### src/rtl/pkt_desc_mq_ram.sv
// Multi-channel descriptor FIFO store on one shared 1R1W block RAM; pop-to-rd_valid latency 1 (2 with PKT_DESC_MQ_OREG_EN).
// Push to a full channel or pop of an empty channel is dropped with an error pulse; no output backpressure.
module pkt_desc_mq_ram #(
  parameter int WIDTH       = 64,
  parameter int DEPTH_NBITS = 4,
  parameter int CH_NBITS    = 2
) (
  input  logic                                         clk,
  input  logic                                         rstn,
  input  logic                                         push,
  input  logic [CH_NBITS-1:0]                          push_ch,
  input  logic [WIDTH-1:0]                             push_data,
  input  logic                                         pop,
  input  logic [CH_NBITS-1:0]                          pop_ch,
  output logic                                         rd_valid,
  output logic [CH_NBITS-1:0]                          rd_ch,
  output logic [WIDTH-1:0]                             rd_data,
  output logic [(1<<CH_NBITS)-1:0]                     empty,
  output logic [(1<<CH_NBITS)-1:0]                     full,
  output logic [(1<<CH_NBITS)*(DEPTH_NBITS+1)-1:0]     count,
  output logic                                         ovf_err,
  output logic                                         udf_err
);

  localparam int DEPTH  = 1 << DEPTH_NBITS;
  localparam int NUM_CH = 1 << CH_NBITS;
  localparam int CW     = DEPTH_NBITS + 1;
  localparam int AW     = CH_NBITS + DEPTH_NBITS;

  logic [DEPTH_NBITS-1:0] wr_ptr  [NUM_CH];
  logic [DEPTH_NBITS-1:0] rd_ptr  [NUM_CH];
  logic [CW-1:0]          cnt     [NUM_CH];
  logic [CW-1:0]          cnt_nxt [NUM_CH];
  logic [NUM_CH-1:0]      wr_hit;
  logic [NUM_CH-1:0]      rd_hit;
  logic [NUM_CH-1:0]      empty_q;
  logic [NUM_CH-1:0]      full_q;

  logic                   push_ok;
  logic                   pop_ok;
  logic [AW-1:0]          wr_addr;
  logic [AW-1:0]          rd_addr;

  logic [WIDTH-1:0]       mem [NUM_CH*DEPTH];
  logic [WIDTH-1:0]       ram_q;
  logic                   rd_vld_q;
  logic [CH_NBITS-1:0]    rd_ch_q;
  logic                   ovf_q;
  logic                   udf_q;

  // Acceptance is judged on registered flags only, so same-channel push+pop never bypasses.
  assign push_ok = push && !full_q[push_ch];
  assign pop_ok  = pop  && !empty_q[pop_ch];
  assign wr_addr = {push_ch, wr_ptr[push_ch]};
  assign rd_addr = {pop_ch,  rd_ptr[pop_ch]};

  always_comb begin
    for (int i = 0; i < NUM_CH; i++) begin
      wr_hit[i]  = push_ok && (push_ch == CH_NBITS'(i));
      rd_hit[i]  = pop_ok  && (pop_ch  == CH_NBITS'(i));
      cnt_nxt[i] = cnt[i] + CW'(wr_hit[i]) - CW'(rd_hit[i]);
    end
  end

  always_ff @(posedge clk or negedge rstn) begin
    if (!rstn) begin
      for (int i = 0; i < NUM_CH; i++) begin
        wr_ptr[i] <= '0;
        rd_ptr[i] <= '0;
        cnt[i]    <= '0;
      end
      empty_q <= '1;
      full_q  <= '0;
    end else begin
      for (int i = 0; i < NUM_CH; i++) begin
        if (wr_hit[i]) wr_ptr[i] <= wr_ptr[i] + 1'b1;
        if (rd_hit[i]) rd_ptr[i] <= rd_ptr[i] + 1'b1;
        cnt[i]     <= cnt_nxt[i];
        empty_q[i] <= (cnt_nxt[i] == '0);
        full_q[i]  <= (cnt_nxt[i] == CW'(DEPTH));
      end
    end
  end

  // Block RAM: no reset on the array or its output register.
  always_ff @(posedge clk) begin
    if (push_ok) mem[wr_addr] <= push_data;
    if (pop_ok)  ram_q        <= mem[rd_addr];
  end

  always_ff @(posedge clk or negedge rstn) begin
    if (!rstn) begin
      rd_vld_q <= 1'b0;
      rd_ch_q  <= '0;
      ovf_q    <= 1'b0;
      udf_q    <= 1'b0;
    end else begin
      rd_vld_q <= pop_ok;
      if (pop_ok) rd_ch_q <= pop_ch;
      ovf_q    <= push && full_q[push_ch];
      udf_q    <= pop  && empty_q[pop_ch];
    end
  end

`ifdef PKT_DESC_MQ_OREG_EN
  logic                o_vld_q;
  logic [CH_NBITS-1:0] o_ch_q;
  logic [WIDTH-1:0]    o_dat_q;

  always_ff @(posedge clk or negedge rstn) begin
    if (!rstn) begin
      o_vld_q <= 1'b0;
      o_ch_q  <= '0;
    end else begin
      o_vld_q <= rd_vld_q;
      if (rd_vld_q) o_ch_q <= rd_ch_q;
    end
  end

  always_ff @(posedge clk) begin
    if (rd_vld_q) o_dat_q <= ram_q;
  end

  assign rd_valid = o_vld_q;
  assign rd_ch    = o_ch_q;
  assign rd_data  = o_dat_q;
`else
  assign rd_valid = rd_vld_q;
  assign rd_ch    = rd_ch_q;
  assign rd_data  = ram_q;
`endif

  assign ovf_err = ovf_q;
  assign udf_err = udf_q;
  assign empty   = empty_q;
  assign full    = full_q;

  for (genvar g = 0; g < NUM_CH; g++) begin : g_count
    assign count[g*CW +: CW] = cnt[g];
  end

endmodule

### config.mk
export PLATFORM = sky130hd
export DESIGN_NAME = pkt_desc_mq_ram
export DESIGN_NICKNAME = d
export VERILOG_FILES = /design/src/rtl/pkt_desc_mq_ram.sv
export SDC_FILE = /design/constraint.sdc
export NUM_CORES = 2
export LEC_CHECK = 0
export BUFFER_PORTS_ARGS = -buffer_cell sky130_fd_sc_hd__buf_2
export CAP_MARGIN = 5
export CORE_ASPECT_RATIO = 1.25
export CORE_UTILIZATION = 30
export DETAILED_ROUTE_END_ITERATION = 16
export PLACE_DENSITY = 0.42
export RECOVER_POWER = 100
export SYNTH_ARGS = -nofsm -noshare
export SYNTH_HDL_FRONTEND = slang
export SYNTH_SLANG_ARGS = --single-unit
### constraint.sdc
create_clock -name clk -period 4.8 [get_ports clk]
set_input_delay 0.72 -clock clk [delete_from_list [all_inputs] [get_ports clk]]
set_output_delay 0.72 -clock clk [all_outputs]
set_load 0.005 [all_outputs]
# Word-level counts from Yosys, hierarchy flattened
# Memory sizes are Yosys's and may differ from the RTL's. A register that Yosys moved wholly into a read port is not among the register bits.
# Cells that the tools add are included.
# classes
add_sub_neg,16
mul,0
div_mod_pow,0
order_cmp,4
eq_ne,10
shifts,0
n_mux,12
bitwise,2
n_reduce_logical,20
# ops
op,count
$add 4x1->4 const B,8
$add 5x1->5,4
$eq 5x5->1 const B,4
$logic_not 5->1,4
$sub 5x1->5,4
$bmux 4 s2,2
$mux 4,4
$logic_and 1x1->1,12
$eq 2x2->1 const B,4
$ge 3x3->1 const B,2
$lt 2x3->1 const B,2
$not 2->3,2
$bmux 1 s2,2
$eq 2x1->1 const B,2
$logic_not 2->1,2
$mux 1,4
$logic_not 1->1,2
# word_totals
reg_bits,65
latchBits,0
ramBits,4096
rom_bits,0
inputBits,72
out_inout_bits,97
wordCells,83
mem_count,1
# memory_table
name,depth,word_bits,read_ports,rd_clocked_by_memory_dff,wr,line_no,text
mem,64,64,1,1,1,44,logic [WIDTH-1:0] mem [NUM_CH*DEPTH];

# Logic depth before layout (Yosys ltp)
# logic_depth
ltp_word,8
mapped_depth,15
depth_no_buf,13

# Worst setup path after synthesis
# OpenSTA, ideal clock, no wires.
# synth_timing
kind,input -> register
start,in push_ch[1]
end,mem mem[0][0] (enable)
setup_time_ns,0.487
arrival_time_ns,4.816
t_required_ns,4.313
path_slack_ns,-0.502
stages,4
path_buffers,1
cell_sequence,clkbuf_1 -> nor4b_1 -> nand2_1 -> nor2_1
# synth_via
elab_chain_len,6
elab_cells_between_ends,10
classes_between,mux (7); bitwise (1); reduce/logical (2)
# synth_rtl
element,line_no,text
from (decl),11,"input logic [CH_NBITS-1:0] push_ch,"
$bmux 1 s2,52,assign push_ok = push && !full_q[push_ch];
$mux 1 (not written as such),52,
$logic_not 1->1,52,
$logic_and 1x1->1,52,
$mux 1,87,if (push_ok) mem[wr_addr] <= push_data;
$mux 1 (not written as such),87,
to (decl),44,
# Parallel ways exist; a longest one is shown, timed or not. The select of a mux whose other input is x is not followed.

# Worst setup path after layout
# layout_timing
start,reg wr_ptr[3] (netlist name)
end,mem mem[37][6] (enable)
# layout_via
elab_chain_len,3
# layout_rtl
element,line_no,text
from (decl),30,logic [DEPTH_NBITS-1:0] wr_ptr [NUM_CH];
"from (signal, indexed assignment)",76,if (wr_hit[i]) wr_ptr[i] <= wr_ptr[i] + 1'b1;
$bmux 4 s2,54,"assign wr_addr = {push_ch, wr_ptr[push_ch]};"
$mux 4 (not written as such) (2 in a row),54,
# No other way between the ends. The select of a mux whose other input is x is not followed.

==> impl_metrics.json <==
{
  "slowest_stage": "nor2_1",
  "gp_congestion": 0.764,
  "synth.avg_cell_area_um2": 16.5,
  "synth_cells": 10100,
  "place_ws_ns": 0.307,
  "cpMostUsedCell": "clkbuf_1",
  "clkTransAtPathRegs_ns": 0.06,
  "viasPerCell": 5.19,
  "initial_core_util": 0.302,
  "stdcell_area_um2": 193000,
  "dp_hpwl_mm": 323,
  "arrival_ns": 5.01,
  "syn_area_um2": 167000,
  "rsz0062_at_grt": "false",
  "io_buffers": 168,
  "ys_seq_area_frac": 0.759,
  "setup_violations": 0,
  "async_flop_share": 0.0154,
  "n_fill_cell": 52800,
  "drv_cap": 171,
  "clock-sinks": 4225,
  "grt.total_usage": 0.206,
  "ir_drop_mv": 0.732,
  "maxSlewHeadroom": -0.963,
  "period_needed_ns": 4.42,
  "skew_ns": 0.0732,
  "path_cells": "mux2i_1 -> nand4_1 -> clkbuf_1 -> nor2_1 -> clkbuf_1",
  "worst_pin_slew_ns": 2.94,
  "htreeDepth": 5,
  "grt_pass1_vias": 96600,
  "path_class": "reg -> reg",
  "critPathMaxFanout": 10,
  "grt_start_max_net_pins": 105,
  "violations": "capacitance limit, slew limit",
  "synth-xor-area-share": 0.00194,
  "synth-adder-area-share": 0.00258,
  "clockRootBuffer": "clkbuf_16",
  "area_growth_pct": 15.6,
  "yosysWarnings": 0,
  "path_buf_inv": 2,
  "place_area_um2": 181000,
  "clock.fmax_mhz": 226,
  "hold_violations": 0,
  "synthSimpleGateAreaFrac": 0.0542,
  "coreArea_um2": 553000,
  "wl_per_cell_um": 32.3,
  "slew_violations": 7217,
  "synth_enable_flop_cells": 4160,
  "power_density_nw_per_um2": 591,
  "syn-num-nets": 10200,
  "io_pins": 169,
  "synthDistinctLibCells": 43,
  "antenna_found_initial": 45,
  "cp_top_family": "simple AND/OR/NAND/NOR gates",
  "fin_crit_sh": 0.920,
  "overflow": 0,
  "drt_first_iter_violations": 8386,
  "final_nets": 10700,
  "worstPathRequired_ns": 5.39,
  "dieHeight_um": 835,
  "final_core_util": 0.349,
  "start_kind": "register",
  "yosys_register_bits": 4225,
  "grt_pass1_wl_mm": 808,
  "worst_slack_ns": 0.385,
  "synth-main-ff-cell": "edfxtp_1",
  "dr_total_vias": 95200,
  "cts_buffers": 437,
  "cts_tree": "yes",
  "antenna_left": 0,
  "synth_mux_area_frac": 0.0857,
  "die_w_um": 669,
  "routed_wl_mm": 592,
  "layout_common_cells": "4160 x edfxtp_1, 1033 x mux2i_1, 919 x nand2_1",
  "endpoint_kind": "register",
  "drc_errors": 0,
  "p_leak_nw": 62.8,
  "clockBufferDepth": 4,
  "synth_compound_area_frac": 0.0763,
  "crit_path_max_incr_delay_ns": 1.37,
  "synth_top_family_by_area": "multiplexers",
  "multiInputGateArea_um2": 37000,
  "row_count": 305,
  "die-area_um2": 558000,
  "register_area_um2": 127000,
  "drive_gt1_frac": 0.137,
  "hold_path_class": "in -> reg",
  "post_cts_resized": 0,
  "post_cts_buffers": 0,
  "final_common_cell": "edfxtp_1",
  "drt_pass1_iterations": 5,
  "status": "complete, but fails checks",
  "worstSkewPairLatency_ns": 1.05
}
[final cells by class]
cell class,count,area share
clock buffers,557,0.0602
inverters,28,0.000565
multi-input cells,5190,0.192
clock inverters,250,0.0117
well taps,7368,0.0479
diodes,19,0.000247
flip-flops and latches,4225,0.657
repair buffers,712,0.0302
[flip-flops by register name (all words and copies together) (netlist names)]
register	count
mem	4096
rd_data	64
count	20
rd_ptr	16
wr_ptr	16
empty	4
full	4
rd_ch	2
ovf_err	1
rd_valid	1
udf_err	1
[cells in the mapped netlist (35+ instances only)]
cell	n	share of area
a211oi_1	513	0.023
dfrtp_1	61	0.0092
nand3_1	129	0.0039
nand2_1	922	0.021
mux2i_1	1034	0.062
o211ai_1	128	0.0058
nor2_1	74	0.0017
edfxtp_1	4160	0.75
and2_1	499	0.019
o21ai_0	206	0.0062
buf_2	148	0.0044
o21ai_1	50	0.0015
clkbuf_1	423	0.0095
a311oi_1	256	0.013
buf_1	35	0.00079
a221oi_1	128	0.0067
mux2_2	333	0.023
a2111oi_0	64	0.0034
buf_4	42	0.0019
and3_1	64	0.0024
a21oi_1	522	0.016
nor4_1	128	0.0048
[kinds of logic after synthesis]
logic type | Yosys count
AO/OA/AOI/OAI | 1879
XOR/XNOR | 37
adder cells (fa/ha/maj) | 32
buffers and inverters | 711
flip-flops | 4225
multiplexers | 1375
AND/OR/NAND/NOR | 1867
[final timing paths]
| kind | from | to | slack [ns] | depth (start not counted) |
|---|---|---|---|---|
| setup / recovery | wr_ptr[3] | mem[37][6] | 0.38 | 5 |
| hold / removal | pop_ch[0] | rd_ch[0] | 0.27 | 3 |
| setup reg to reg | wr_ptr[3] | mem[37][6] | 0.38 | 5 |
| hold reg to reg | rd_ptr[3] | rd_ptr[3] | 0.48 | 1 |
| max in group asynchronous | rstn | wr_ptr[4] | 3.72 | 3 |
| min in group asynchronous | rstn | count[3] | 0.41 | 3 |
[timing repair]
| action | 4_1_cts | 5_1_grt |
|---|---|---|
| endpoints found under the setup margin | 0 | 0 |
| hold buffers | 3 | 0 |
| endpoints found under the hold margin | 63 | 0 |
[power breakdown]
group | internal (mW) | switching, mW | leakage [nW]
Clock | 19.0 | 14.6 | 6.77
Combinational | 12.8 | 24.0 | 17.8
Sequential | 42.4 | 1.04 | 38.2
[worst min-delay path, cell delays in order]
cell and delay, ns:
buf_2 0.20, buf_4 0.20, mux2_2 0.15
[layer usage]
layer  up-vias  wire, um  track usage
met2      2731    298000        0.365
met4        26     18400       0.0512
met1     50800    247000        0.267
met5         -       186            0
li1      40800         -            -
met3       818     28400       0.0248
[through the flow]
step	total power, mW	setup TNS, ns	hold slack, ns	instances
after floorplan	65.4	-1303.03	0.424	10100
after global placement	81.3	0	0.460	17500
after detailed placement	81.6	0	0.468	17500
after CTS	115	0	0.195	18300
after global routing	118	0	0.268	18300
final	114	0	0.274	18300
(Power assumes the default switching activity.)
